--- src/rtl/spi_daisy_if.sv ---
// Bus bundle for the daisy-chain SPI master: start handshake, frame data,
// serial pins and status. The master modport is the controller side.
interface spi_daisy_if #(
    parameter int FRAME_W = 16
);
    logic               newd;
    logic [FRAME_W-1:0] din;
    logic               miso;
    logic               sclk;
    logic               cs;
    logic               mosi;
    logic [FRAME_W-1:0] dout;
    logic               busy;
    logic               done;

    modport master (
        input  newd, din, miso,
        output sclk, cs, mosi, dout, busy, done
    );

    modport slave (
        output newd, din, miso,
        input  sclk, cs, mosi, dout, busy, done
    );
endinterface

--- src/rtl/spi_daisy_master.sv ---
// SPI master that shifts one N_DEV*DATA_W frame through a daisy chain of
// devices sharing one chip select. All outputs are registered.
module spi_daisy_master #(
    parameter int DATA_W = 8,
    parameter int N_DEV  = 2,
    parameter int HALF   = 2,
    parameter int CPOL   = 0,
    parameter int CPHA   = 0
) (
    input  logic         clk,
    input  logic         rst,
    spi_daisy_if.master  bus
);
    localparam int   FRAME_W  = N_DEV * DATA_W;
    localparam int   EDGES    = 2 * FRAME_W;
    localparam int   CNT_W    = (HALF > 1) ? $clog2(HALF) : 1;
    localparam int   EDGE_W   = $clog2(EDGES + 1);
    localparam logic IDLE_LVL = 1'(CPOL);
    localparam logic PHA      = 1'(CPHA);

    typedef enum logic [2:0] {
        ST_IDLE  = 3'd0,
        ST_SETUP = 3'd1,
        ST_SHIFT = 3'd2,
        ST_HOLD  = 3'd3,
        ST_GAP   = 3'd4
    } state_t;

    state_t              state_r, state_s;
    logic [CNT_W-1:0]    cnt_r, cnt_s;
    logic [EDGE_W-1:0]   edge_r, edge_s;
    logic [FRAME_W-1:0]  tx_r, tx_s;
    logic [FRAME_W-1:0]  rx_r, rx_s;
    logic [FRAME_W-1:0]  dout_r, dout_s;
    logic                sclk_r, sclk_s;
    logic                cs_r, cs_s;
    logic                mosi_r, mosi_s;
    logic                busy_r, busy_s;
    logic                done_r, done_s;

    logic                half_end_s;
    logic                fire_s;
    logic                last_s;
    logic                sample_s;

    // Edge bookkeeping: the next edge is leading when an even number of edges
    // has already been produced; the sampling edge depends on CPHA.
    always_comb begin
        half_end_s = (cnt_r == CNT_W'(HALF - 1));
        fire_s     = half_end_s && ((state_r == ST_SETUP) || (state_r == ST_SHIFT));
        last_s     = (edge_r == EDGE_W'(EDGES - 1));
        sample_s   = (~edge_r[0]) ^ PHA;
    end

    // Next-state and next-output logic; the datapath defaults come first and the
    // state case overrides control fields.
    always_comb begin
        state_s = state_r;
        cnt_s   = cnt_r;
        cs_s    = cs_r;
        busy_s  = busy_r;
        dout_s  = dout_r;
        done_s  = 1'b0;

        if (fire_s) begin
            sclk_s = ~sclk_r;
            edge_s = edge_r + EDGE_W'(1);
            if (sample_s) begin
                rx_s   = (rx_r << 1) | FRAME_W'(bus.miso);
                tx_s   = tx_r;
                mosi_s = mosi_r;
            end else if (!last_s) begin
                // tx_r always holds the bits not yet presented, MSB first
                rx_s   = rx_r;
                tx_s   = tx_r << 1;
                mosi_s = tx_r[FRAME_W-1];
            end else begin
                rx_s   = rx_r;
                tx_s   = tx_r;
                mosi_s = mosi_r;
            end
        end else begin
            sclk_s = sclk_r;
            edge_s = edge_r;
            rx_s   = rx_r;
            tx_s   = tx_r;
            mosi_s = mosi_r;
        end

        case (state_r)
            ST_IDLE: begin
                cnt_s  = {CNT_W{1'b0}};
                edge_s = {EDGE_W{1'b0}};
                sclk_s = IDLE_LVL;
                if (bus.newd) begin
                    state_s = ST_SETUP;
                    cs_s    = 1'b0;
                    busy_s  = 1'b1;
                    rx_s    = {FRAME_W{1'b0}};
                    if (PHA) begin
                        tx_s   = bus.din;
                        mosi_s = 1'b0;
                    end else begin
                        // MSB is already on the wire, so keep only the rest
                        tx_s   = bus.din << 1;
                        mosi_s = bus.din[FRAME_W-1];
                    end
                end else begin
                    cs_s   = 1'b1;
                    busy_s = 1'b0;
                    mosi_s = 1'b0;
                end
            end
            ST_SETUP: begin
                if (half_end_s) begin
                    state_s = ST_SHIFT;
                    cnt_s   = {CNT_W{1'b0}};
                end else begin
                    cnt_s = cnt_r + CNT_W'(1);
                end
            end
            ST_SHIFT: begin
                if (half_end_s) begin
                    cnt_s = {CNT_W{1'b0}};
                    if (last_s) begin
                        state_s = ST_HOLD;
                    end else begin
                        state_s = ST_SHIFT;
                    end
                end else begin
                    cnt_s = cnt_r + CNT_W'(1);
                end
            end
            ST_HOLD: begin
                if (half_end_s) begin
                    state_s = ST_GAP;
                    cnt_s   = {CNT_W{1'b0}};
                    cs_s    = 1'b1;
                    done_s  = 1'b1;
                    dout_s  = rx_r;
                    mosi_s  = 1'b0;
                end else begin
                    cnt_s = cnt_r + CNT_W'(1);
                end
            end
            ST_GAP: begin
                if (half_end_s) begin
                    state_s = ST_IDLE;
                    cnt_s   = {CNT_W{1'b0}};
                    busy_s  = 1'b0;
                end else begin
                    cnt_s = cnt_r + CNT_W'(1);
                end
            end
            default: begin
                state_s = ST_IDLE;
                cnt_s   = {CNT_W{1'b0}};
                edge_s  = {EDGE_W{1'b0}};
                sclk_s  = IDLE_LVL;
                cs_s    = 1'b1;
                busy_s  = 1'b0;
                mosi_s  = 1'b0;
            end
        endcase
    end

    // State and output registers with synchronous reset.
    always_ff @(posedge clk) begin
        if (rst) begin
            state_r <= ST_IDLE;
            cnt_r   <= {CNT_W{1'b0}};
            edge_r  <= {EDGE_W{1'b0}};
            tx_r    <= {FRAME_W{1'b0}};
            rx_r    <= {FRAME_W{1'b0}};
            dout_r  <= {FRAME_W{1'b0}};
            sclk_r  <= IDLE_LVL;
            cs_r    <= 1'b1;
            mosi_r  <= 1'b0;
            busy_r  <= 1'b0;
            done_r  <= 1'b0;
        end else begin
            state_r <= state_s;
            cnt_r   <= cnt_s;
            edge_r  <= edge_s;
            tx_r    <= tx_s;
            rx_r    <= rx_s;
            dout_r  <= dout_s;
            sclk_r  <= sclk_s;
            cs_r    <= cs_s;
            mosi_r  <= mosi_s;
            busy_r  <= busy_s;
            done_r  <= done_s;
        end
    end

    assign bus.sclk = sclk_r;
    assign bus.cs   = cs_r;
    assign bus.mosi = mosi_r;
    assign bus.dout = dout_r;
    assign bus.busy = busy_r;
    assign bus.done = done_r;

endmodule

--- src/flat_wrapper.sv ---
// flat-port wrapper written by rule: the top's interface ports become plain ports
module spi_daisy_master_flat 
#(
    parameter int DATA_W = 8,
    parameter int N_DEV  = 2,
    parameter int HALF   = 2,
    parameter int CPOL   = 0,
    parameter int CPHA   = 0
)
  (clk, rst, bus_newd, bus_din, bus_miso, bus_sclk, bus_cs, bus_mosi, bus_dout, bus_busy, bus_done);
  spi_daisy_if #(.FRAME_W(16)) bus_i ();
  input  logic clk;
  input  logic rst;
  input wire logic [$bits(bus_i.newd)-1:0] bus_newd;
  input wire logic [$bits(bus_i.din)-1:0] bus_din;
  input wire logic [$bits(bus_i.miso)-1:0] bus_miso;
  output wire logic [$bits(bus_i.sclk)-1:0] bus_sclk;
  output wire logic [$bits(bus_i.cs)-1:0] bus_cs;
  output wire logic [$bits(bus_i.mosi)-1:0] bus_mosi;
  output wire logic [$bits(bus_i.dout)-1:0] bus_dout;
  output wire logic [$bits(bus_i.busy)-1:0] bus_busy;
  output wire logic [$bits(bus_i.done)-1:0] bus_done;
  assign bus_i.newd = bus_newd;
  assign bus_i.din = bus_din;
  assign bus_i.miso = bus_miso;
  assign bus_sclk = bus_i.sclk;
  assign bus_cs = bus_i.cs;
  assign bus_mosi = bus_i.mosi;
  assign bus_dout = bus_i.dout;
  assign bus_busy = bus_i.busy;
  assign bus_done = bus_i.done;
  spi_daisy_master #(.DATA_W(DATA_W), .N_DEV(N_DEV), .HALF(HALF), .CPOL(CPOL), .CPHA(CPHA)) u_core (.clk(clk), .rst(rst), .bus(bus_i));
endmodule
--- config.mk ---
export PLATFORM = sky130hd
export DESIGN_NAME = spi_daisy_master_flat
export DESIGN_NICKNAME = d
export VERILOG_FILES = /design/src/rtl/spi_daisy_if.sv /design/src/rtl/spi_daisy_master.sv /design/src/flat_wrapper.sv
export SDC_FILE = /design/constraint.sdc
export NUM_CORES = 1
export LEC_CHECK = 0
export ABC_AREA = 1
export CAP_MARGIN = 10
export CORE_MARGIN = 1
export CORE_UTILIZATION = 50
export DETAILED_ROUTE_END_ITERATION = 10
export DONT_BUFFER_PORTS = 1
export GPL_TIMING_DRIVEN = 0
export MAX_ROUTING_LAYER = met4
export SYNTH_ARGS = -nofsm -noshare
export SYNTH_HDL_FRONTEND = slang
export SYNTH_SLANG_ARGS = --single-unit
--- constraint.sdc ---
create_clock -name clk -period 3.71 [get_ports clk]
set_clock_uncertainty 0.15 [all_clocks]
set_input_delay 0.742 -clock clk [delete_from_list [all_inputs] [get_ports clk]]
set_output_delay 0.742 -clock clk [all_outputs]
set_load 0.01 [all_outputs]
* Yosys cells after proc, flatten, opt, wreduce, memory -nomap -nowiden
Index checks and enable logic that the tools add are counted.
** Word-level totals
- Flip-flop bits (word level) :: 63
- Input bits :: 20
- Output and inout port bits :: 21
- Logic and storage cells :: 71
** Operators by class
- Add/sub/neg operators :: 2
- Equality and inequality tests :: 10
- Muxes and demuxes :: 29
- Bitwise operators :: 6
- Reduce and logical (&&, ||, !) cells :: 13
** Operators with widths (count)
- $mux 16 :: 9
- $or 16x1->16 :: 1
- $mux 3 :: 5
- $pmux 3 s5 :: 1
- $mux 1 :: 11
- $pmux 1 s3 :: 3
- $reduce_or 3->1 :: 3
- $ne 2x1->1 const B :: 4
- $add 6x1->6 const B :: 1
- $eq 3x2->1 const B :: 2
- $eq 6x5->1 const B :: 1
- $reduce_and 2->1 :: 3
- $not 1->1 :: 5
- $reduce_and 5->1 :: 1
- $reduce_or 2->1 :: 2
- $reduce_or 4->1 :: 1
- $eq 3x1->1 const B :: 1
- $eq 3x3->1 const B :: 1
- $logic_not 3->1 :: 1
- $ne 2x2->1 const B :: 1
- $add 1x1->1 const B :: 1
- $logic_and 1x1->1 :: 1
- $logic_or 1x1->1 :: 1

* Longest topological paths before layout
Gate-level depths: netlist of run 1.
- Depth after elaboration :: 6
- Mapped depth :: 10
- Gate-level depth less buffers :: 8

* Worst setup path before layout of run 1
OpenSTA, ideal clock, no wires.
- Path kind :: register -> register
- From :: reg u_core.edge_r[0]
- To :: reg u_core.tx_r[15]
- Library setup time :: 0.121 ns
- Arrival time :: 1.338 ns
- Data required time :: 3.439 ns
- Slack :: 2.101 ns
- Cell stages (with the launch flop) :: 9
- Path buffers :: 1
- Clock period less this slack :: 1.609 ns
- Cells stage by stage :: dfxtp_1 ha_1 nand3_1 nor2_1 nor2_1 nand2_4 buf_6 o21ai_0 o21ai_0
** Between the ends
- Cells in the longest elaborated chain, start to end :: 6
** Ends and longest elaborated chain
- start, declared :: line spi_daisy_master.sv:31 : logic [EDGE_W-1:0] edge_r, edge_s;
- start signal, assigned :: line spi_daisy_master.sv:172 : edge_r <= {EDGE_W{1'b0}};
- start signal, assigned :: line spi_daisy_master.sv:184 : edge_r <= edge_s;
- $eq 6x5->1 :: line spi_daisy_master.sv:51 : last_s = (edge_r == EDGE_W'(EDGES - 1));
- $mux 16 :: line spi_daisy_master.sv:72 : end else if (!last_s) begin
- $mux 16 * :: line spi_daisy_master.sv:68 : if (sample_s) begin
- $mux 16 * :: line spi_daisy_master.sv:65 : if (fire_s) begin
- $mux 16 :: line spi_daisy_master.sv:95 : if (bus.newd) begin
- $mux 16 * :: line spi_daisy_master.sv:90 : case (state_r)
- end signal, assigned :: line spi_daisy_master.sv:173 : tx_r <= {FRAME_W{1'b0}};
- end signal, assigned :: line spi_daisy_master.sv:185 : tx_r <= tx_s;
- end, declared :: line spi_daisy_master.sv:32 : logic [FRAME_W-1:0] tx_r, tx_s;
Every way passes the cells marked *; elsewhere a longest branch is shown, timed or not.
A chain may end at the register's enable or synchronous reset.

* Final worst setup path of run 1
- From :: reg u_core.edge_r[0]
- To :: reg u_core.tx_r[2]
Same word-level chain as after synthesis.

==> flow_summary.ini, run 1 <==
[status]
status = complete, no violations

[global_routing]
grt_max_degree = 12
antenna_found_initial = 0
grt_usage = 0.2174
grt_pass1_vias = 1845
grt_pass1_wl_mm = 8.680
grt_overflow = 0

[floorplanning]
rows = 26
dieArea_sq_mm = 0.005544
die_w_um = 74.46
design.core.area_sq_mm = 0.005075
io_pins = 41
initial_core_util = 0.5173
die_y_um = 74.46

[synthesis]
yosysSeqAreaShare = 0.4805
ys_ff_latch = 63
syn_nets = 360
synth.avg_cell_area_sq_um = 7.743
synth_warnings = 0
ys.flop_type = dfxtp_1
synthCells = 339
syn-cell-area_sq_mm = 0.002625
yosys.area.top_type_share = 0.4805
synth_area_leaders = dfxtp_1, nand2_1, nor2_1
synth_cell_type_count = 28
synthArstFlopShare = 0
synthMostInstantiatedCell = nand2_1
synth-edff-count = 0
synthTopCellsByCount = nand2_1, dfxtp_1, nor2_1, a21oi_1, inv_1
yosysTopAreaCell = dfxtp_1

[placement]
dp_hpwl_mm = 3.700
gp_congestion = 0.8136
io_buffers = 0

[setup_path]
slowest_delay_ns = 0.46
crit_path_start = u_core.edge_r[0]
startpoint_type = register
crit_type = register to register
rr_worst_depth = 9
end_kind = register
cp_num_buf_inv = 1
cp.required_ns = 3.78
crit_arrival_ns = 1.92
worstReg2RegEnd = u_core.tx_r[2]
reg2reg_slack_ns = 1.86
critPathTopFamily = simple AND/OR/NAND/NOR gates
path_cells = ha_1 -> nand3_1 -> nor2_1 -> nor2_1 -> nand2_4 -> buf_6 -> a21oi_1 -> o21ai_1 -> nand2_1
r2r_start = u_core.edge_r[0]
cp.depth = 9
slowest_stage = dfxtp_1
worst_setup_path_endpoint = u_core.tx_r[2]
crit_top_cell = nor2_1
crit_path_max_fanout = 10

[clock_tree]
holdBufCountCts = 0
numCtsBuffers = 9
cts.sinks = 63
clk_path_buf_depth = 2
clock_latency_ns = 0.33
ctsResizeCount = 0
cts.htree.levels = 3
cts_setup_buffers = 0
clk_pin_slew_ns = 0.07
cts_root_buffer = clkbuf_8
cts_tree = built

[sta]
worstMarginPinSlew_ns = 0.5744
fmax_mhz = 541.0
finalMaxSlewViolations = 0
setup_violations = 0
setup_tns_ns = 0
finalCritPeriodShare = 0.4982
hold_viol_final = 0
layout_min_cycle_time_ns = 1.848
max-slew-margin-rel = 0.6171
rsz0062_at_grt = no

[final_layout]
seqCellArea_sq_mm = 0.001261
utilization = 0.5688
multi_input_area_sq_mm = 0.001141
final_nets = 371
diodes = 0
drive_above_1_share = 0.1408
num-fill-cells = 509
syn_to_final_growth_pct = 9.962

[worst_hold_path]
hold_class = register to register

[detailed_routing]
vias_per_cell = 4.988
drtAntennaViolNets = 0
drt_first_iter_violations = 86
dr_total_vias = 2120
wire_per_inst_um = 12.56
drc = 0
drt_pre_antenna_iters = 4
drt-total-wl_mm = 5.337

[power]
p_leak_nw = 1.199
powerDensity_mw_per_mm2 = 520.5
max-vdd-ir-drop_v = 0.0003913

[flow_run]
max_cap_viol_count = 0
-- cells in the final DEF (no fill, tap or decap), types with 4 or more instances in the layout --
master / netlist / layout
nand2_1: 67 / 67
dfxtp_1: 63 / 63
nor2_1: 44 / 44
a21oi_1: 31 / 31
inv_1: 24 / 24
nand3_1: 23 / 23
o21ai_0: 22 / 22
o21ai_1: 21 / 21
clkbuf_8: 0 / 10
inv_2: 6 / 6
buf_6: 5 / 5
nand2_4: 4 / 4
clkinv_2: 0 / 4
-- logic make-up (layout without fill, tap and decap cells) --
group / after synthesis / in the layout / share of synthesized area
simple gates: 149 / 149 / 0.2679
compound gates: 79 / 79 / 0.1554
flops: 63 / 63 / 0.4805
buf+inv: 45 / 61 / 0.08484
xor+xnor: 2 / 2 / 0.006674
fa+ha+maj: 1 / 1 / 0.004766
-- per-stage QoR --
step           total power, mW  instance area, sq um  hold slack, ns  cells  setup slack, ns
6_report                 1.502                  2887          0.3117    425            1.862
5_1_grt                  1.582                  2887          0.3088    425            1.686
4_1_cts                  1.514                  2887          0.3079    425            1.844
3_5_place_dp            0.9947                  2713          0.2781    409            1.868
3_3_place_gp            0.9919                  2713          0.2772    409            1.884
2_1_floorplan           0.9472                  2625          0.2637    339            2.101
-- metal layers --
| metal | up-vias | global-route usage | share of wire |
|---|---|---|---|
| li1 | 1122 | - | - |
| met1 | 941 | 0.3007 | 0.51 |
| met2 | 49 | 0.2983 | 0.42 |
| met3 | 8 | 0.04878 | 0.046 |
| met4 | 0 | 0.1006 | 0.016 |
| met5 | - | - | 0 |
-- worst reg2reg max path, cell delays in order, from the launching register on --
cell and delay [ns]:
dfxtp_1 0.46, ha_1 0.24, nand3_1 0.12, nor2_1 0.19, nor2_1 0.11, nand2_4 0.11, buf_6 0.16, a21oi_1 0.08
o21ai_1 0.08, nand2_1 0.06
-- where the power goes --
group	internal [mW]	leakage (nW)	switching [mW]	total (mW)
logic	0.0735	0.596	0.153	0.226
registers	0.720	0.511	0.0330	0.753
clock network	0.257	0.0918	0.267	0.523
total	1.05	1.20	0.452	1.50
-- registers in the layout, summed over array words and instances, names as in the netlist --
| signal | flops |
|---|---|
| u_core.bus.dout | 16 |
| u_core.rx_r | 16 |
| u_core.tx_r | 16 |
| u_core.edge_r | 6 |
| u_core.state_r | 3 |
| u_core.bus.busy | 1 |
| u_core.bus.cs | 1 |
| u_core.bus.done | 1 |
| u_core.bus.mosi | 1 |
| u_core.bus.sclk | 1 |
| u_core.cnt_r | 1 |
-- how the worst min path moves through the flow --
stage / startpoint / to / slack (ns) / depth (start not counted)
after global placement: u_core.tx_r[0] / u_core.tx_r[0] / 0.28 / 2
after global routing: rst / u_core.bus.dout[0] / 0.31 / 1
after floorplan: u_core.tx_r[0] / u_core.tx_r[0] / 0.26 / 2
after CTS: u_core.tx_r[0] / u_core.tx_r[0] / 0.31 / 2
final: u_core.edge_r[5] / u_core.edge_r[5] / 0.31 / 2
after detailed placement: u_core.tx_r[0] / u_core.tx_r[0] / 0.28 / 2
-- layout make-up --
class,count,share of cell area
plain buffers,15,0.03814
clock inverters,6,0.01257
inverters,30,0.03901
well taps,70,0.03034
flip-flops and latches,63,0.4369
clock buffers,10,0.04768
multi-input cells,231,0.3953
Power figures use the tool's default switching activity.
==> run 2, diff against run 1 <==
ABC_AREA = 0   (was 1)
PLACE_DENSITY = 0.68   (was default)
clock period = 1.61 ns   (was 3.71 ns; I/O delays follow)
==> run 2 against run 1 <==
Against the previous run: the run now ends with negative setup slack left; worst hold slack got worse by 0.16 ns; combinational power increased by 12%; count of clock-buffer cells in the layout increased by 3; synthesized cell count decreased by 18%; core utilization increased by 10 points; flip-flop and latch count unchanged.
==> flow_summary.ini, run 2 <==
[floorplanning]
initial_core_util = 0.5231
die_y_um = 72.76
io_pins = 41
rows = 25
design.core.area_sq_mm = 0.004786
dieArea_sq_mm = 0.005294
die_w_um = 72.76

[synthesis]
synth.avg_cell_area_sq_um = 9.038
yosys.area.top_type_share = 0.5037
synthCells = 277
yosysTopAreaCell = dfxtp_1
synthMostInstantiatedCell = dfxtp_1
syn_nets = 298
synth-edff-count = 0
synth_warnings = 0
synthTopCellsByCount = dfxtp_1, nand2_1, a21oi_1, o21ai_0
synth_area_leaders = dfxtp_1, nand2_1, a21oi_1
synthArstFlopShare = 0
ys.flop_type = dfxtp_1
syn-cell-area_sq_mm = 0.002504
ys_ff_latch = 63
synth_cell_type_count = 40
yosysSeqAreaShare = 0.5037

[power]
max-vdd-ir-drop_v = 0.0006908
powerDensity_mw_per_mm2 = 1005
p_leak_nw = 1.047

[final_layout]
final_nets = 333
diodes = 0
fin_area_sq_mm = 0.003219
final_common_cell = dfxtp_1
final_cell_mix = dfxtp_1, nand2_1, a21oi_1, o21ai_0, dlygate4sd3_1
syn_to_final_growth_pct = 28.59
drive_above_1_share = 0.1987
fin_cells = 384
multi_input_area_sq_mm = 0.001262
seqCellArea_sq_mm = 0.001277
num-fill-cells = 396

[placement]
gp_congestion = 0.7684
dp_worst_setup_slack_ns = -0.3911
dp_hpwl_mm = 3.339
placed_cell_area_sq_mm = 0.002605
io_buffers = 0
dp.cells = 344

[global_routing]
grt_max_degree = 11
grt_pass1_wl_mm = 8.914
grt_usage = 0.2300
grt_overflow = 0
grt_pass1_vias = 1945
antenna_found_initial = 0

[clock_tree]
clock_latency_ns = 0.34
clk_pin_slew_ns = 0.07
cts_root_buffer = clkbuf_8
clk_path_buf_depth = 2
numCtsBuffers = 9
cts.htree.levels = 3
cts.sinks = 63
cts_tree = built

[status]
status = complete, but fails checks
violations = negative setup slack

[sta]
fmax_mhz = 602.8
layout_min_cycle_time_ns = 1.659
finalMaxSlewViolations = 0
worst_slack_ns = -0.04893
worstMarginPinSlew_ns = 0.5441
max-slew-margin-rel = 0.6347
hold_viol_final = 0
finalCritPeriodShare = 1.030
setup_violations = 9
rsz0062_at_grt = yes

[setup_path]
end_kind = register
startpoint_type = register
crit_arrival_ns = 1.74
cp.required_ns = 1.69
crit_path_max_fanout = 7
crit_type = register to register

[detailed_routing]
drc = 0
drt_pre_antenna_iters = 4
wire_per_inst_um = 14.41
drt_first_iter_violations = 137
wl_met3_um = 256
vias_per_cell = 5.443
dr_wl_met2_mm = 2.732
routedLengthMet1_mm = 2.438
top_layer_used = met4
drtAntennaViolNets = 0
dr_total_vias = 2090
drt-total-wl_mm = 5.534

[worst_hold_path]
hold_class = input port to register

[flow_run]
max_cap_viol_count = 0
==> run 2: power by group <==
part | internal, mW | total (mW) | switching, mW
Clock | 0.757 | 1.35 | 0.594
Sequential | 1.59 | 1.63 | 0.0356
Combinational | 0.118 | 0.253 | 0.135
Total | 2.47 | 3.23 | 0.765
==> run 2: cell type report <==
type / count / area share
sequential: 63 / 0.3968
timing repair buffer: 27 / 0.08278
buffer: 18 / 0.04081
inverter: 1 / 0.001943
clock buffer: 13 / 0.04625
multi-input combinational: 192 / 0.3921
clock inverter: 3 / 0.01321
tap: 67 / 0.02604
==> run 2: critical path, stage by stage (launching register included) <==
cell and delay, ns:
dfxtp_4 0.37, buf_6 0.10, and3b_1 0.17, o311a_1 0.18, buf_6 0.15, buf_8 0.14
mux2i_2 0.22, o2bb2ai_1 0.08
==> run 2: repair_timing <==
action,4_1_cts,5_1_grt
gates resized for setup,36,24
endpoints found under the setup margin,60,51
pin swaps,7,13
hold endpoints to repair,16,0
hold buffers,16,0
buffers inserted,8,2
gates cloned,1,0
==> run 2: path summary, 6_finish.rpt <==
kind	start	endpoint	slack [ns]	cells past startpoint
worst max-delay path	u_core.edge_r[0]	u_core.tx_r[6]	-0.05	7
worst max register to register	u_core.edge_r[0]	u_core.tx_r[6]	-0.05	7
worst min-delay path	bus_din[15]	u_core.bus.mosi	0.15	2
worst min register to register	u_core.rx_r[15]	u_core.bus.dout[15]	0.32	2
==> run 2: logic make-up (layout without fill, tap and decap cells) <==
kind of cell    after synthesis  after routing  share of synthesized area
mux                          15             15                    0.05997
buf+inv                      22             62                    0.04197
fa+ha+maj                     1              1                   0.004997
flops                        63             63                     0.5037
compound gates               79             79                     0.1944
xor+xnor                      9              9                    0.03149
simple gates                 88             88                     0.1634
==> run 2: per-layer routing <==
metal	global-route usage	up-vias
met5	-	-
met4	0.1046	0
met3	0.06077	10
li1	-	1045
met1	0.2707	983
met2	0.3686	52
==> run 2: metrics by stage <==
step | setup TNS, ns | hold WS, ns | utilization | total power, mW
global route | -1.417 | 0.1557 | 0.6727 | 3.359
finish | -0.1845 | 0.1523 | 0.6727 | 3.234
CTS | -0.01071 | 0.1425 | 0.6557 | 3.225
global placement | -15.29 | 0.2902 | 0.5443 | 1.828
detailed placement | -15.48 | 0.2942 | 0.5443 | 1.833
floorplan | 0 | 0.2784 | - | 1.789
